`config.mk`:
```
export PLATFORM = sky130hd
export DESIGN_NAME = mem_port_arbiter
export DESIGN_NICKNAME = d
export VERILOG_FILES = /design/src/rtl/mem_port_arbiter.sv
export SDC_FILE = /design/constraint.sdc
export NUM_CORES = 1
export LEC_CHECK = 0
export ABC_CLOCK_PERIOD_IN_PS = 2200
export BUFFER_PORTS_ARGS = -buffer_cell sky130_fd_sc_hd__buf_2
export CAP_MARGIN = 20
export CORE_AREA = 4 4 292 294
export CTS_CLUSTER_DIAMETER = 200
export DETAILED_ROUTE_END_ITERATION = 10
export DIE_AREA = 0 0 296 298
export SLEW_MARGIN = 10
export SYNTH_ARGS = -nofsm -noshare
export SYNTH_HDL_FRONTEND = slang
export SYNTH_SLANG_ARGS = --single-unit
```
`constraint.sdc`:
```
create_clock -name clock -period 2.2 [get_ports clock]
set_input_delay 0 -clock clock [delete_from_list [all_inputs] [get_ports clock]]
set_output_delay 0 -clock clock [all_outputs]
set_load 0.02 [all_outputs]
```
`src/rtl/mem_port_arbiter.sv`:
```
// Shares one backing-memory block port between the I-cache and D-cache engines.
// Round-robin on simultaneous requests; one block transfer in flight at a time.
module mem_port_arbiter #(
  parameter int ADDR_W  = 32,
  parameter int BLOCK_W = 128,
  parameter int TIMEOUT = 255
) (
  input  logic               clock,
  input  logic               reset,
  input  logic               i_req,
  input  logic [ADDR_W-1:0]  i_addr,
  output logic               i_ack,
  output logic [BLOCK_W-1:0] i_rdata,
  input  logic               d_req,
  input  logic               d_we,
  input  logic [ADDR_W-1:0]  d_addr,
  input  logic [BLOCK_W-1:0] d_wdata,
  output logic               d_ack,
  output logic [BLOCK_W-1:0] d_rdata,
  output logic               mem_req,
  output logic               mem_we,
  output logic [ADDR_W-1:0]  mem_addr,
  output logic [BLOCK_W-1:0] mem_wdata,
  input  logic               mem_ready,
  input  logic [BLOCK_W-1:0] mem_rdata,
  output logic               i_busy,
  output logic               d_busy,
  output logic               timeout_err
);

  // state | meaning
  // IDLE  | sample requests, grant one
  // ISSUE | mem_req held, waiting for mem_ready
  // RESP  | ack pulse to the granted side
  typedef enum logic [1:0] {IDLE, ISSUE, RESP} state_t;

  localparam logic [7:0] TIMEOUT_CNT = 8'(TIMEOUT);

  state_t     state;
  logic       grant;      // 0 = I side, 1 = D side; doubles as last_grant
  logic [7:0] wait_cnt;
  logic [7:0] wait_nxt;
  logic       pick_d;

  // D wins when it is the only requester, or on a tie when I was served last
  assign pick_d   = d_req & (~i_req | ~grant);
  assign wait_nxt = (wait_cnt == 8'hFF) ? wait_cnt : wait_cnt + 8'd1;

  assign i_busy = i_req | (~grant & (state != IDLE));
  assign d_busy = d_req | ( grant & (state != IDLE));

  always_ff @(posedge clock or negedge reset) begin
    if (!reset) begin
      state       <= IDLE;
      grant       <= 1'b0;
      wait_cnt    <= 8'd0;
      i_ack       <= 1'b0;
      d_ack       <= 1'b0;
      i_rdata     <= '0;
      d_rdata     <= '0;
      mem_req     <= 1'b0;
      mem_we      <= 1'b0;
      mem_addr    <= '0;
      mem_wdata   <= '0;
      timeout_err <= 1'b0;
    end else begin
      case (state)
        IDLE: begin
          if (i_req | d_req) begin
            grant     <= pick_d;
            mem_req   <= 1'b1;
            mem_we    <= pick_d & d_we;
            mem_addr  <= pick_d ? d_addr : i_addr;
            mem_wdata <= pick_d ? d_wdata : '0;
            wait_cnt  <= 8'd0;
            state     <= ISSUE;
          end
        end
        ISSUE: begin
          wait_cnt <= wait_nxt;
          if (wait_nxt >= TIMEOUT_CNT) timeout_err <= 1'b1;
          if (mem_ready) begin
            mem_req <= 1'b0;
            if (!mem_we) begin
              if (grant) d_rdata <= mem_rdata;
              else       i_rdata <= mem_rdata;
            end
            if (grant) d_ack <= 1'b1;
            else       i_ack <= 1'b1;
            state <= RESP;
          end
        end
        RESP: begin
          i_ack <= 1'b0;
          d_ack <= 1'b0;
          state <= IDLE;
        end
        default: state <= IDLE;
      endcase
    end
  end

endmodule

```
==> impl_metrics.ini <==
[timing]
hold_violations = 0
setup_violations = 0
drv_slew = 0
whs_ns = 0.0412
maxClockFrequency_mhz = 473
tns_ns = 0
fin_crit_sh_pct = 96.1
worst_pin_slew_ns = 0.915
finalWorstSetupSlack_ns = 0.0856
skew_ns = 0.0157
timing.slew.headroom_pct = 38.8
rsz0062_at_grt = no
finalCriticalPeriod_ns = 2.11

[layout]
post-route-util_pct = 32.6
finalNetCount = 2503
final_cells = 3299
fin_area_mm2 = 0.0271
syn_to_final_growth_pct = 61.0
fillers = 8108
drive_gt1_share_pct = 47.8

[logic_synthesis]
syn_avg_cell_area_um2 = 15.9
synth_edf_count = 0
synthMuxAreaShare_pct = 21.4
ys_seq_elements = 432
syn-num-nets = 1387
yosysTopAreaCellShare_pct = 64.3
synth_top_family_by_area = multiplexers
synth.most_common_cell = dfrtp_1
synthArstFlopShare_pct = 100
synthCells = 1060
synth_common_cells = dfrtp_1 (432), a22o_1 (131), mux2_1 (101), mux2_4 (100), mux2_2 (56)
synth_top_area_cell = dfrtp_1
netlist_top_cells_area = dfrtp_1 (64%), mux2_4 (8.9%), a22o_1 (6.8%)
syn_area_mm2 = 0.0168
synth_xor_area_share_pct = 0.0521
synthAdderAreaFrac_pct = 0.0744
synth_compound_area_share_pct = 8.89
synth.distinct_cells = 47
yosys.area_share.simple_pct = 2.12
synth_ff_type = dfrtp_1
yosysWarnings = 0
ys_seq_area_share_pct = 64.3

[die]
initial_core_util_pct = 20.3
row_count = 106
core_mm2 = 0.0829
ios = 749
fp.dieW_um = 296
die_h_um = 298
die-area_mm2 = 0.0882

[critical_path]
crit_slowest_cell = dlygate4sd3_1
start_kind = register
crit_type = reg -> reg
crit_chain = a21boi_4 -> buf_12 -> mux2i_1 -> dlygate4sd3_1 -> o21ai_0
endpoint_kind = register
critPathMaxStageDelay_ns = 0.59
crit_fanout = 32
r2r_start = grant
reg2regPathDepth = 5
rrSetupSlack_ns = 0.09
worst_ep_required_time_ns = 2.65
rr_endpoint = mem_addr[17]
cp.arrival_ns = 2.56
path_delay_family = buffers and inverters
cp_num_buf_inv = 2

[drt]
drc = 0
antenna_left = 0
dr.pass1.iters = 5
post_drt_wl_per_cell_um = 19.7
viasPerCell = 4.08
drt-initial-drc-count = 671
vias = 13500
finalWirelength_um = 65000

[grt]
antenna_found_initial = 17
track_usage_pct = 14.0
grt_first_pass_wirelength_um = 94400
grt_overflow = 0
first_global_vias = 14400
grt_start_max_net_pins = 79

[pwr]
swShare_pct = 40.1
pwr-share-comb_pct = 44.7
power.switching_mw = 16.6
p_leak_nw = 13.5
clkPwrFrac_pct = 20.8
power_density_mw_per_mm2 = 1530
seqPwrFrac_pct = 34.5
power_mw = 41.4
internal_power_mw = 24.8
peakVddDrop_uv = 881

[clocking]
cts_setup_buffers = 0
cts-root-buf = clkbuf_16
cts_tree = yes
clk_latency_ns = 0.58
cts_sinks = 432
htreeDepth = 2
cts_buffers = 48
cts_buffer_depth = 3
clkTransAtPathRegs_ns = 0.06

[placed_design]
place.gp.congestion = 0.828
dpl_cell_area_mm2 = 0.0221
place_inst = 2880
post-dp-hpwl_um = 49300
port_buffers = 748
preCtsSetupSlack_ns = 0.277

[run_status]
status = completed

[worst_hold_path]
min_path_type = in -> async

[run]
cap_violations = 0
## registers in the layout, summed over array words and instances (netlist names)
| register | cells |
|---|---|
| grant | 1 |
| i_ack | 1 |
| wait_cnt | 8 |
| state | 2 |
| mem_wdata | 128 |
| mem_addr | 32 |
| i_rdata | 128 |
| timeout_err | 1 |
| mem_req | 1 |
| d_ack | 1 |
| mem_we | 1 |
| d_rdata | 128 |
## logic make-up after synthesis
logic type / after synthesis
compound gates: 190
xor+xnor: 1
fa+ha+maj: 1
buf+inv: 75
flops: 432
mux: 290
simple gates: 71
## worst max-delay path by stage
stage,from,to,slack (ns),depth (start not counted)
floorplan,state[1],i_rdata[0],0.62,6
global placement,state[0],i_rdata[73],0.29,6
detailed placement,state[0],i_rdata[93],0.28,6
CTS,grant,mem_addr[28],0.08,5
global route,grant,mem_addr[17],0.02,5
finish,grant,mem_addr[17],0.09,5
## layer usage
metal	wire, um	share of wire, %	GRT usage, %	vias to the layer above
li1	-	-	-	6125
met1	25100	39	16.1	6604
met2	31800	49	24.4	629
met3	5010	7.7	3.89	116
met4	3110	4.8	6.30	2
met5	13	0.020	0	-
## worst reg2reg max path, stage by stage, from the launching register on
cell and delay (ns):
dfrtp_2 0.50, a21boi_4 0.22, buf_12 0.26, mux2i_1 0.36, dlygate4sd3_1 0.59, o21ai_0 0.07
## area by class of cell
| cell class | instances | area (um^2) | share of cell area [%] |
|---|---|---|---|
| repair buffers | 1138 | 7650 | 28.3 |
| flip-flops and latches | 432 | 10800 | 40.0 |
| inverters | 3 | 11.3 | 0.0416 |
| clock buffers | 73 | 1510 | 5.57 |
| well taps | 1080 | 1350 | 4.99 |
| diodes | 6 | 15.0 | 0.0555 |
| multi-input cells | 553 | 5500 | 20.3 |
| clock inverters | 14 | 216 | 0.800 |
## placed cells by master (no fill, tap or decap), types with 2 or more instances in the layout
master         netlist  routed
buf_2               12     747
dfrtp_1            432     431
dlygate4sd3_1        0     326
a22o_1             131     131
mux2_1             101     101
mux2_4             100     100
mux2_2              56      56
buf_4               20      52
clkbuf_16            0      50
o21ai_0             39      39
nand2_1             39      39
mux2i_1             33      33
clkbuf_8             0      17
buf_12               0      12
nand3_1              7       7
diode_2              0       6
clkbuf_1            18       6
bufinv_16            0       5
clkinv_2             0       5
nor2_1               4       4
a31oi_1              4       4
nor3_1               4       4
inv_1                3       3
nand2b_1             2       2
o21a_1               2       2
and2_1               3       2
a41oi_1              2       2
a221oi_1             2       2
## timing repair
item | 4_1_cts | 5_1_grt
hold buffers | 326 | 0
endpoints found under the hold margin | 706 | 0
endpoints found under the setup margin | 0 | 4
resized for setup | 0 | 1
## power groups by stage
stage          combinational, mW  clock, mW  sequential [mW]
3_5_place_dp                18.1          0             14.3
4_1_cts                     18.7       8.92             14.2
5_1_grt                     19.5       9.26             14.8
6_report                    18.5       8.63             14.3
3_3_place_gp                17.9          0             14.3
2_1_floorplan               6.04          0             18.8
Note: power is estimated with default switching activity, not from simulation.
